<file path="src/rtl/fetch_stage_if.sv">
// Fetch-stage bus bundle: the instruction-memory port plus the
// redirect inputs and the IF/ID valid/ready handshake towards decode.
// The master side is the fetch stage itself.
interface fetch_stage_if #(
    parameter int DATA_WIDTH = 32,
    parameter int ADDR_WIDTH = 32
);
    logic [ADDR_WIDTH-1:0] instr_addr;
    logic [DATA_WIDTH-1:0] instr;
    logic                  redirect;
    logic [ADDR_WIDTH-1:0] redirect_target;
    logic                  id_ready;
    logic                  id_valid;
    logic [DATA_WIDTH-1:0] id_instr;
    logic [ADDR_WIDTH-1:0] id_pc;
    logic                  id_fault;

    modport master (
        output instr_addr,
        input  instr,
        input  redirect,
        input  redirect_target,
        input  id_ready,
        output id_valid,
        output id_instr,
        output id_pc,
        output id_fault
    );

    modport slave (
        input  instr_addr,
        output instr,
        output redirect,
        output redirect_target,
        output id_ready,
        input  id_valid,
        input  id_instr,
        input  id_pc,
        input  id_fault
    );
endinterface

</file>
<file path="src/rtl/fetch_stage.sv">
// Instruction-fetch stage: owns the PC, reads a zero-latency instruction
// memory and presents the fetched word to decode through an IF/ID register
// with a valid/ready handshake. Redirects flush the register and reload
// the PC; fetches past the end of memory are marked faulty and turned
// into NOPs.
module fetch_stage #(
    parameter int                    DATA_WIDTH   = 32,
    parameter int                    ADDR_WIDTH   = 32,
    parameter int                    MEM_SIZE     = 512,
    parameter logic [ADDR_WIDTH-1:0] RESET_VECTOR = '0
) (
    input  logic          clk,
    input  logic          rst_n,
    fetch_stage_if.master bus,
    output logic          misalign_err,
    output logic [31:0]   fetch_count
);

    localparam logic [ADDR_WIDTH-3:0] MEM_WORDS = (ADDR_WIDTH-2)'(MEM_SIZE);
    localparam logic [DATA_WIDTH-1:0] NOP_INSTR = DATA_WIDTH'(32'h0000_0013);

    logic [ADDR_WIDTH-1:0] pc;
    logic                  id_valid_q;
    logic [DATA_WIDTH-1:0] id_instr_q;
    logic [ADDR_WIDTH-1:0] id_pc_q;
    logic                  id_fault_q;
    logic                  accept;
    logic                  load;
    logic                  out_of_range;

    // Handshake qualifiers and the range check on the current fetch address
    always_comb begin
        accept       = id_valid_q & bus.id_ready;
        load         = ~id_valid_q | bus.id_ready;
        out_of_range = (pc[ADDR_WIDTH-1:2] >= MEM_WORDS);
    end

    assign bus.instr_addr = pc;
    assign bus.id_valid   = id_valid_q;
    assign bus.id_instr   = id_instr_q;
    assign bus.id_pc      = id_pc_q;
    assign bus.id_fault   = id_fault_q;

    // PC / IF/ID register update: redirect beats a new load, otherwise hold
    always_ff @(posedge clk or negedge rst_n) begin
        if (!rst_n) begin
            pc           <= RESET_VECTOR;
            id_valid_q   <= 1'b0;
            id_instr_q   <= '0;
            id_pc_q      <= '0;
            id_fault_q   <= 1'b0;
            misalign_err <= 1'b0;
            fetch_count  <= '0;
        end else begin
            if (accept) begin
                fetch_count <= fetch_count + 32'd1;
            end
            if (bus.redirect) begin
                pc         <= {bus.redirect_target[ADDR_WIDTH-1:2], 2'b00};
                id_valid_q <= 1'b0;
                if (bus.redirect_target[1:0] != 2'b00) begin
                    misalign_err <= 1'b1;
                end
            end else if (load) begin
                id_valid_q <= 1'b1;
                id_pc_q    <= pc;
                id_fault_q <= out_of_range;
                id_instr_q <= out_of_range ? NOP_INSTR : bus.instr;
                pc         <= pc + ADDR_WIDTH'(4);
            end
        end
    end

endmodule
</file>
<file path="src/flat_wrapper.sv">
// flat-port wrapper written by rule: the top's interface ports become plain ports
module fetch_stage_flat 
#(
    parameter int                    DATA_WIDTH   = 32,
    parameter int                    ADDR_WIDTH   = 32,
    parameter int                    MEM_SIZE     = 512,
    parameter logic [ADDR_WIDTH-1:0] RESET_VECTOR = '0
)
  (clk, rst_n, misalign_err, fetch_count, bus_instr_addr, bus_instr, bus_redirect, bus_redirect_target, bus_id_ready, bus_id_valid, bus_id_instr, bus_id_pc, bus_id_fault);
  fetch_stage_if #(.DATA_WIDTH(DATA_WIDTH), .ADDR_WIDTH(ADDR_WIDTH)) bus_i ();
  input  logic clk;
  input  logic rst_n;
  output logic misalign_err;
  output logic [31:0] fetch_count;
  output wire logic [$bits(bus_i.instr_addr)-1:0] bus_instr_addr;
  input wire logic [$bits(bus_i.instr)-1:0] bus_instr;
  input wire logic [$bits(bus_i.redirect)-1:0] bus_redirect;
  input wire logic [$bits(bus_i.redirect_target)-1:0] bus_redirect_target;
  input wire logic [$bits(bus_i.id_ready)-1:0] bus_id_ready;
  output wire logic [$bits(bus_i.id_valid)-1:0] bus_id_valid;
  output wire logic [$bits(bus_i.id_instr)-1:0] bus_id_instr;
  output wire logic [$bits(bus_i.id_pc)-1:0] bus_id_pc;
  output wire logic [$bits(bus_i.id_fault)-1:0] bus_id_fault;
  assign bus_instr_addr = bus_i.instr_addr;
  assign bus_i.instr = bus_instr;
  assign bus_i.redirect = bus_redirect;
  assign bus_i.redirect_target = bus_redirect_target;
  assign bus_i.id_ready = bus_id_ready;
  assign bus_id_valid = bus_i.id_valid;
  assign bus_id_instr = bus_i.id_instr;
  assign bus_id_pc = bus_i.id_pc;
  assign bus_id_fault = bus_i.id_fault;
  fetch_stage #(.DATA_WIDTH(DATA_WIDTH), .ADDR_WIDTH(ADDR_WIDTH), .MEM_SIZE(MEM_SIZE), .RESET_VECTOR(RESET_VECTOR)) u_core (.clk(clk), .rst_n(rst_n), .bus(bus_i), .misalign_err(misalign_err), .fetch_count(fetch_count));
endmodule
</file>
<file path="config.mk">
export PLATFORM = sky130hd
export DESIGN_NAME = fetch_stage_flat
export DESIGN_NICKNAME = d
export VERILOG_FILES = /design/src/rtl/fetch_stage_if.sv /design/src/rtl/fetch_stage.sv /design/src/flat_wrapper.sv
export SDC_FILE = /design/constraint.sdc
export NUM_CORES = 1
export LEC_CHECK = 0
export CAP_MARGIN = 25
export CORE_ASPECT_RATIO = 1.4
export CORE_MARGIN = 2
export CORE_UTILIZATION = 45
export CTS_CLUSTER_SIZE = 28
export DETAILED_ROUTE_END_ITERATION = 10
export GPL_TIMING_DRIVEN = 0
export PLACE_DENSITY = 0.85
export SYNTH_ARGS = -nofsm -noshare
export SYNTH_HDL_FRONTEND = slang
export SYNTH_SLANG_ARGS = --single-unit
</file>
<file path="constraint.sdc">
create_clock -name clk -period 2.7 [get_ports clk]
set_input_delay 0.405 -clock clk [delete_from_list [all_inputs] [get_ports clk]]
set_output_delay 0.405 -clock clk [all_outputs]
set_load 0.02 [all_outputs]
</file>
==> reports/metrics.csv, run 1 <==
stage,metric,value,unit
global_routing,number of global-route vias before repair,5129,
sta,final hold vios,0,
logic_synthesis,Seq cells post-synth,127,
logic_synthesis,top area cells in the synthesized netlist,"dfrtp_1 58%, nand2_1 9.2%, xor2_1 4.8%",
clock_tree,Sink Count,127,
floorplanning,die height,135,um
sta,Clock Skews,0.00957,ns
global_routing,total grt overflow,0,
logic_synthesis,post-synth cell types,36,
layout,nets,826,
pwr,switching pwr,0.00152,W
drt,WL per Instance,17.3,um
logic_synthesis,Post-Syn Area,5480,um2
placement,detailed placement HPWL,11.5,mm
critical_path,Critical Path Start,bus_id_ready,
sta,Slew HR,31.5,%
drt,via density per instance,5.33,
critical_path,reg2reg path depth,6,
sta,RSZ-0062 raised after global routing,no,
run,max-cap viol count,0,
logic_synthesis,top_reg_cell synth,dfrtp_1,
sta,Fmax,421,MHz
critical_path,WP data required,3.04,ns
layout,multi-input combinational cell area,2160,um2
layout,Non-Filler Instances,915,
pwr,Static Leak,3.67,nW
drt,post-route ant nets,0,
sta,"Slew Viols, Final",0,
clock_tree,clock root cell,clkbuf_16,
logic_synthesis,Post-synth EDFFs,0,
critical_path,RR Startpoint,u_core.fetch_count[0],
drt,Initial DRT Pass Iterations,4,
clock_tree,H-tree Lvls,4,
logic_synthesis,Mapped Cells,536,
drt,via count,4880,
sta,min cycle time layout,2.38,ns
critical_path,Worst EP arrival,2.72,ns
layout,Post-Route Utilization,70.2,%
logic_synthesis,Synth async-reset ratio,100,%
pwr,Switching Share,26.2,%
pwr,Clock power frac,45.1,%
drt,Routed WL,15.9,mm
sta,final setup violation count,0,
sta,actual slew at the worst max-slew pin,1.02,ns
critical_path,CP Class,in2reg,
logic_synthesis,proportion of netlist area held by the largest area contributor,58.0,%
pwr,Max rail drop VDD,0.000458,V
drt,DRC viols,0,
placement,Inst Count DP,881,
logic_synthesis,Yosys warning total,0,
clock_tree,CTS tree,done,
global_routing,initial antenna violation count,0,
clock_tree,CTS Buffer Depth,2,
drt,DRT iter0 DRCs,199,
layout,# diodes,0,
critical_path,R2R Setup Slk,0.38,ns
logic_synthesis,post-synth top area cell,dfrtp_1,
worst_hold_path,type of the worst min-delay path,in2async,
sta,crit share post-route,88.0,%
layout,share of post-route cells with drive strength above 1,6.51,%
layout,FF/Latch Area,3180,um2
global_routing,first-pass GRT wire length,26.5,mm
outcome,status,finished clean,
layout,number of fill cells,882,
pwr,sequential share of power,38.4,%
pwr,Gate power share,16.5,%
floorplanning,Die X,97.2,um
logic_synthesis,Synth Area per Inst,10.2,um2
critical_path,Critical Path End Type,flip-flop,
layout,area delta synth->final,52.3,%
floorplanning,Site Rows,47,
logic_synthesis,commonest cells in the netlist,"134 x nand2_1, 127 x dfrtp_1, 31 x o21ai_0",
critical_path,worst reg2reg endpoint,u_core.fetch_count[24],
floorplanning,core area,11900,um2
clock_tree,"CTS clk-pin slew, worst paths",0.06,ns
clock_tree,Num CTS Buffers,17,
critical_path,Worst setup SP type,input port,
clock_tree,postcts setup bufs,0,
logic_synthesis,most instantiated library cell after synthesis,nand2_1,
floorplanning,IO Pins,199,
pwr,Pint,0.00428,W
pwr,pwr dens,695,nW/um2
clock_tree,Clock Latency Late Sink,0.41,ns
placement,Port Buffers,194,
global_routing,largest net degree at the start of global routing,101,
critical_path,CP max FO,10,
global_routing,GRT Util Overall,25.2,%
placement,GP Congestion,0.844,
logic_synthesis,sequential area share after synthesis,58.0,%
floorplanning,initial core utilization,46.1,%
floorplanning,full die area,13100,um2
worst max-delay path, stage by stage:
cell and delay (ns):
clkdlybuf4s50_1 0.60, or2b_1 0.20, nand2_1 0.29, nor3_2 0.57, clkbuf_1 0.44, a22o_1 0.21
worst max path at each step:
stage,to,slack (ns),depth (start not counted)
after floorplan,u_core.fetch_count[28],0.70,6
after global placement,u_core.bus.id_instr[10],-3.55,1
after CTS,u_core.bus.id_instr[1],0.02,6
final,u_core.bus.id_instr[27],0.32,6
after detailed placement,u_core.bus.id_instr[4],-0.42,6
after global routing,u_core.fetch_count[24],0.11,6
cell type report:
type | count | share of cell area [%]
inverters | 12 | 0.540
clock inverters | 13 | 2.81
clock buffers | 19 | 5.31
multi-input cells | 377 | 25.9
repair buffers | 197 | 23.8
flip-flops and latches | 127 | 38.1
well taps | 147 | 2.21
plain buffers | 23 | 1.32
metal layers:
| layer | share of wire (%) | wire, um | up-vias | global-route usage (%) |
|---|---|---|---|---|
| li1 | - | - | 2258 | - |
| met1 | 39 | 6150 | 2385 | 29.8 |
| met2 | 52 | 8260 | 208 | 44.1 |
| met3 | 7.3 | 1150 | 29 | 7.71 |
| met4 | 1.9 | 300 | 0 | 8.49 |
| met5 | 0 | 0 | - | 0 |
power groups by stage:
stage / sequential (W) / clock, W / combinational (W)
finish: 0.00222 / 0.00261 / 0.000957
floorplan: 0.00241 / 0 / 0.000245
detailed placement: 0.00225 / 0 / 0.000958
global placement: 0.00225 / 0 / 0.000936
global route: 0.00225 / 0.00273 / 0.00104
CTS: 0.00222 / 0.00264 / 0.000967
logic make-up after synthesis:
| group | Yosys count | synth area share [%] |
|---|---|---|
| AO/OA/AOI/OAI | 67 | 8.29 |
| XOR/XNOR | 58 | 9.28 |
| adder cells (fa/ha/maj) | 3 | 0.685 |
| buffers and inverters | 35 | 2.83 |
| flip-flops | 127 | 58.0 |
| multiplexers | 2 | 0.411 |
| other | 1 | 0.0685 |
| AND/OR/NAND/NOR | 243 | 20.4 |
what timing repair did:
item	CTS	global route
hold buffers	1	0
hold endpoints to repair	27	0
endpoints found under the setup margin	0	30
gates resized for setup	0	1
cells in the final DEF, fill, tap and decap left out, types with 18 or more instances in the layout:
master	n
dfrtp_1	127
xor2_1	30
nand2_1	134
clkdlybuf4s50_1	193
xnor2_1	28
nand3_1	28
clkbuf_1	18
o21ai_0	31
nor2_1	27
a22o_1	29
registers in the layout (all words and copies together), names as in the netlist:
name,cells
u_core.bus.id_valid,1
u_core.bus.id_instr,32
u_core.fetch_count,32
u_core.bus.id_pc,30
u_core.bus.instr_addr,30
u_core.misalign_err,1
u_core.bus.id_fault,1
stage by stage:
step | power (W) | setup WS (ns) | instance area, um2 | hold slack [ns] | TNS (ns)
after floorplan | 0.00265 | 0.698 | 5490 | 0.109 | 0
after global placement | 0.00318 | -3.55 | 7610 | 0.450 | -460.72
after detailed placement | 0.00321 | -0.416 | 7640 | 0.293 | -10.40
after CTS | 0.00584 | 0.0191 | 8330 | 0.418 | 0
after global routing | 0.00602 | 0.115 | 8340 | 0.446 | 0
final | 0.00580 | 0.323 | 8340 | 0.428 | 0
(Power assumes the default switching activity.)
==> run 2: changes to the inputs <==
--- a/config.mk
+++ b/config.mk
@@ -11,7 +11,6 @@
 export CORE_UTILIZATION = 45
 export CTS_CLUSTER_SIZE = 28
 export DETAILED_ROUTE_END_ITERATION = 10
-export GPL_TIMING_DRIVEN = 0
 export PLACE_DENSITY = 0.85
 export SYNTH_ARGS = -nofsm -noshare
 export SYNTH_HDL_FRONTEND = slang
==> run 2 against run 1 <==
Sequential share of layout area increased by 0.39 points. Power shrank 2.7%. Maximum frequency up 1.3%. Clock skew hardly changed. Core utilization fell by 0.71 points. Design area fell by 1.0%. Clock-buffer cell count is 2 higher. Register-to-register slack worse by 0.03 ns. Final cell count fell by 1.5%. Combinational power decreased by 0.6%. Sequential power barely moved. Largest cell class unchanged. Largest power group unchanged. Highest routed layer unchanged.
==> reports/metrics.csv, run 2 (same netlist as run 1, synthesis figures left out) <==
stage,metric,value,unit
global_routing,largest net degree at the start of global routing,58,
clock_tree,Num CTS Buffers,17,
clock_tree,"CTS clk-pin slew, worst paths",0.06,ns
pwr,pwr dens,683,nW/um2
global_routing,GRT Util Overall,25.1,%
sta,final setup violation count,0,
global_routing,total grt overflow,0,
clock_tree,H-tree Lvls,4,
layout,# diodes,0,
placement,GP Congestion,0.866,
sta,"Slew Viols, Final",0,
drt,Routed WL,15.7,mm
critical_path,CP max FO,7,
clock_tree,clock root cell,clkbuf_16,
sta,RSZ-0062 raised after global routing,no,
sta,crit share post-route,86.9,%
clock_tree,CTS tree,done,
run,max-cap viol count,0,
sta,Setup TNS,0,ns
sta,Clock Skews,0.00972,ns
sta,actual slew at the worst max-slew pin,0.969,ns
critical_path,WP data required,3.02,ns
clock_tree,Clock Latency Late Sink,0.40,ns
drt,WL per Instance,17.5,um
floorplanning,Die X,97.2,um
drt,post-route ant nets,0,
layout,share of post-route cells with drive strength above 1,7.69,%
floorplanning,IO Pins,199,
worst_hold_path,type of the worst min-delay path,in2async,
layout,area delta synth->final,50.7,%
floorplanning,initial core utilization,46.1,%
clock_tree,postcts setup bufs,0,
drt,via count,4803,
drt,DRT iter0 DRCs,194,
floorplanning,Site Rows,47,
clock_tree,Sink Count,127,
pwr,Static Leak,3.65,nW
drt,via density per instance,5.33,
clock_tree,# hold bufs at CTS,0,
drt,DRC viols,0,
critical_path,CP Class,reg2reg,
pwr,Max rail drop VDD,0.000456,V
layout,Post-Route Utilization,69.5,%
floorplanning,core area,11900,um2
outcome,status,finished clean,
critical_path,Critical Path End Type,flip-flop,
sta,final hold vios,0,
layout,most frequent cells in the layout,"192 x clkdlybuf4s50_1, 133 x nand2_1, 127 x dfrtp_1, 31 x o21ai_0, 30 x xor2_1",
clock_tree,post_cts resized,0,
drt,Initial DRT Pass Iterations,5,
placement,Port Buffers,194,
floorplanning,die height,135,um
sta,Slew HR,34.8,%
clock_tree,CTS Buffer Depth,2,
layout,"most common cell after layout, fill and taps aside",clkdlybuf4s50_1,
critical_path,Worst EP arrival,2.67,ns
sta,min cycle time layout,2.35,ns
global_routing,initial antenna violation count,0,
floorplanning,full die area,13100,um2
layout,nets,813,
critical_path,Worst setup SP type,flip-flop,
placement,detailed placement HPWL,11.2,mm
global_routing,number of global-route vias before repair,5170,
sta,Fmax,426,MHz
global_routing,first-pass GRT wire length,26.2,mm
[run 2: metrics by stage]
| step | power [W] | hold slack (ns) | cells | worst slack [ns] | instance area (um2) |
|---|---|---|---|---|---|
| 2_1_floorplan | 0.00265 | 0.109 | 539 | 0.698 | 5490 |
| 3_3_place_gp | 0.00318 | 0.451 | 870 | 0.217 | 7620 |
| 3_5_place_dp | 0.00321 | 0.461 | 870 | 0.0637 | 7620 |
| 4_1_cts | 0.00568 | 0.0784 | 901 | 0.349 | 8260 |
| 5_1_grt | 0.00586 | 0.0939 | 901 | 0.208 | 8260 |
| 6_report | 0.00564 | 0.0564 | 901 | 0.355 | 8260 |
[run 2: power breakdown]
group	total, W	internal [W]	leakage, nW	switching (W)
Sequential	0.00223	0.00205	1.62	0.000172
Clock	0.00246	0.00164	0.311	0.000824
Combinational	0.000951	0.000456	1.72	0.000495
Total	0.00564	0.00415	3.65	0.00149
[run 2: per-layer routing]
layer  GRT usage [%]  vias to the layer above  share of wire, %
met5               0                        -                 0
met2            43.8                      225                51
met4            10.6                        0               2.9
met1            28.4                     2321                39
met3            8.07                       40               7.1
li1                -                     2217                 -
[run 2: cell type report]
type                    count  area, um2
fillers                   906       3620
flip-flops and latches    127       3180
multi-input cells         377       2160
repair buffers            207       2040
clock buffers              21        480
well taps                 147        184
clock inverters            10        159
inverters                  12       45.0
[run 2: worst max-delay path: stages, from the launching register on]
cell and delay, ns:
dfrtp_1 0.50, nand3_1 0.27, nor4_1 0.86, nand3_1 0.26, xor2_1 0.21, o21ai_0 0.16
[run 2: worst paths after layout]
path | startpoint | to | slack [ns] | cells past startpoint
max | u_core.bus.instr_addr[15] | u_core.bus.instr_addr[26] | 0.35 | 5
min | rst_n | u_core.bus.instr_addr[27] | 0.06 | 1
max reg2reg | u_core.bus.instr_addr[15] | u_core.bus.instr_addr[26] | 0.35 | 5
min reg2reg | u_core.fetch_count[31] | u_core.fetch_count[31] | 0.46 | 1
max in group asynchronous | rst_n | u_core.bus.instr_addr[10] | 1.86 | 2
min in group clk | bus_redirect | u_core.bus.id_valid | 0.22 | 2
==> run 3: changes to the inputs <==
--- a/config.mk
+++ b/config.mk
@@ -7,7 +7,7 @@
 export LEC_CHECK = 0
 export CAP_MARGIN = 25
 export CORE_ASPECT_RATIO = 1.4
-export CORE_MARGIN = 2
+export CORE_MARGIN = 1.5
 export CORE_UTILIZATION = 45
 export CTS_CLUSTER_SIZE = 28
 export DETAILED_ROUTE_END_ITERATION = 10
==> run 3 against run 2 <==
Combinational power about the same. Wire length shrank 0.39%. Clock-buffer cell count decreased by 1. Sequential power is essentially flat. Via count rose by 1.0%. Hold slack lost 0.032 ns. Sequential cell count did not move. Core utilization hardly changed. Highest routed layer unchanged.
==> reports/metrics.csv, run 3 (same netlist as run 1, synthesis figures left out) <==
stage,metric,value,unit
critical_path,cell family with most CP delay,simple AND/OR/NAND/NOR gates,
drt,WL per Instance,17.3,um
outcome,status,finished clean,
drt,DRT iter0 DRCs,218,
drt,via density per instance,5.37,
floorplanning,Die X,96.2,um
floorplanning,IO Pins,199,
critical_path,critical path depth in cells,5,
global_routing,initial antenna violation count,0,
sta,actual slew at the worst max-slew pin,0.928,ns
sta,final hold vios,0,
layout,area delta synth->final,49.9,%
pwr,Static Leak,3.62,nW
critical_path,R2R Setup Slk,0.54,ns
placement,Port Buffers,194,
clock_tree,Num CTS Buffers,17,
clock_tree,"CTS clk-pin slew, worst paths",0.06,ns
floorplanning,Site Rows,47,
sta,RSZ-0062 raised after global routing,no,
floorplanning,initial core utilization,46.3,%
clock_tree,Clock Latency Late Sink,0.41,ns
critical_path,CP max FO,7,
drt,wl on met1,5.81,mm
layout,Post-Route Utilization,69.5,%
critical_path,reg2reg path depth,5,
critical_path,CP Class,reg2reg,
drt,met2 WL post-DR,7.96,mm
sta,"Slew Viols, Final",0,
critical_path,worst reg2reg endpoint,u_core.bus.instr_addr[28],
sta,final setup violation count,0,
critical_path,worst-path cell chain,nand3_1 > nor4_1 > nand3_1 > xor2_1 > o21ai_0,
critical_path,Worst setup SP type,flip-flop,
drt,post-route ant nets,0,
drt,top sig layer,met4,
clock_tree,CTS tree,done,
clock_tree,post_cts resized,0,
global_routing,first-pass GRT wire length,25.0,mm
clock_tree,postcts setup bufs,0,
pwr,pwr dens,663,nW/um2
worst_hold_path,type of the worst min-delay path,in2async,
layout,most frequent cells in the layout,"192 x clkdlybuf4s50_1, 133 x nand2_1, 127 x dfrtp_1, 31 x o21ai_0, 30 x xor2_1",
drt,DRC viols,0,
critical_path,"most used cell, CP",nand3_1,
floorplanning,full die area,12900,um2
critical_path,Worst Setup EP,u_core.bus.instr_addr[28],
layout,share of post-route cells with drive strength above 1,7.93,%
sta,min cycle time layout,2.16,ns
placement,detailed placement HPWL,11.2,mm
run,max-cap viol count,0,
drt,met3 WL,1.39,mm
placement,GP Congestion,0.882,
sta,Setup TNS,0,ns
drt,Routed WL,15.7,mm
clock_tree,# hold bufs at CTS,0,
clock_tree,H-tree Lvls,4,
floorplanning,core area,11800,um2
floorplanning,die height,134,um
sta,crit share post-route,79.9,%
global_routing,GRT Util Overall,25.5,%
sta,Clock Skews,0.00995,ns
clock_tree,Sink Count,127,
global_routing,number of global-route vias before repair,5096,
sta,Fin Hold WS,0.0244,ns
critical_path,Critical Path Start,u_core.bus.instr_addr[15],
critical_path,Worst path slowest cell,nor4_1,
critical_path,Worst EP arrival,2.48,ns
sta,Slew HR,38.0,%
critical_path,"slowest stage delay, CP",0.74,ns
global_routing,total grt overflow,0,
sta,Fmax,464,MHz
critical_path,CP Buf/Inv Count,0,
layout,"most common cell after layout, fill and taps aside",clkdlybuf4s50_1,
global_routing,largest net degree at the start of global routing,54,
critical_path,Critical Path End Type,flip-flop,
clock_tree,clock root cell,clkbuf_16,
layout,nets,815,
layout,# diodes,0,
layout,number of fill cells,864,
drt,Initial DRT Pass Iterations,4,
pwr,Max rail drop VDD,0.000381,V
critical_path,RR Startpoint,u_core.bus.instr_addr[15],
critical_path,WP data required,3.02,ns
clock_tree,CTS Buffer Depth,2,
drt,via count,4853,
-- run 3: changes by cell type in the layout (fill, tap and decap cells not counted), sizes merged --
cell      previous run  this run
buf                 15        17
clkinvlp             2         4
clkbuf              21        20
inv                 12        14
bufinv               4         2
-- run 3: where the power goes --
group	internal, W	leakage, nW	switching (W)	total, W
logic	0.000455	1.73	0.000494	0.000949
clock network	0.00141	0.279	0.000858	0.00227
registers	0.00205	1.62	0.000170	0.00222
total	0.00392	3.62	0.00152	0.00544
-- run 3: per-layer routing --
metal | GRT usage, % | up-vias
met1 | 27.9 | 2356
li1 | - | 2223
met5 | 0 | -
met4 | 12.7 | 0
met3 | 9.08 | 49
met2 | 42.9 | 225
-- run 3: layout make-up --
type                    instances  area, um2  area share, %
flip-flops and latches        127       3180           38.7
multi-input cells             377       2160           26.4
repair buffers                209       2050           24.9
clock buffers                  20        457           5.56
well taps                     147        184           2.24
clock inverters                12        135           1.65
inverters                      12       45.0          0.549
-- run 3: worst min-delay path by stage --
| stage | from | slack, ns | end | cells past startpoint |
|---|---|---|---|---|
| after floorplan | rst_n | 0.11 | u_core.bus.id_fault | 0 |
| after global placement | u_core.misalign_err | 0.45 | u_core.misalign_err | 1 |
| after detailed placement | u_core.misalign_err | 0.46 | u_core.misalign_err | 1 |
| after CTS | rst_n | 0.05 | u_core.bus.id_pc[28] | 1 |
| after global routing | rst_n | 0.08 | u_core.bus.id_pc[28] | 1 |
| final | rst_n | 0.02 | u_core.bus.id_pc[28] | 1 |
-- run 3: through the flow --
step                      std cells  total power, W  instance area, um2  setup WS [ns]
final                           904         0.00544                8210          0.543
after detailed placement        872         0.00320                7620          0.238
after floorplan                 539         0.00265                5490          0.698
after global placement          872         0.00318                7620          0.220
after global routing            904         0.00564                8210          0.355
after CTS                       904         0.00548                8210          0.575
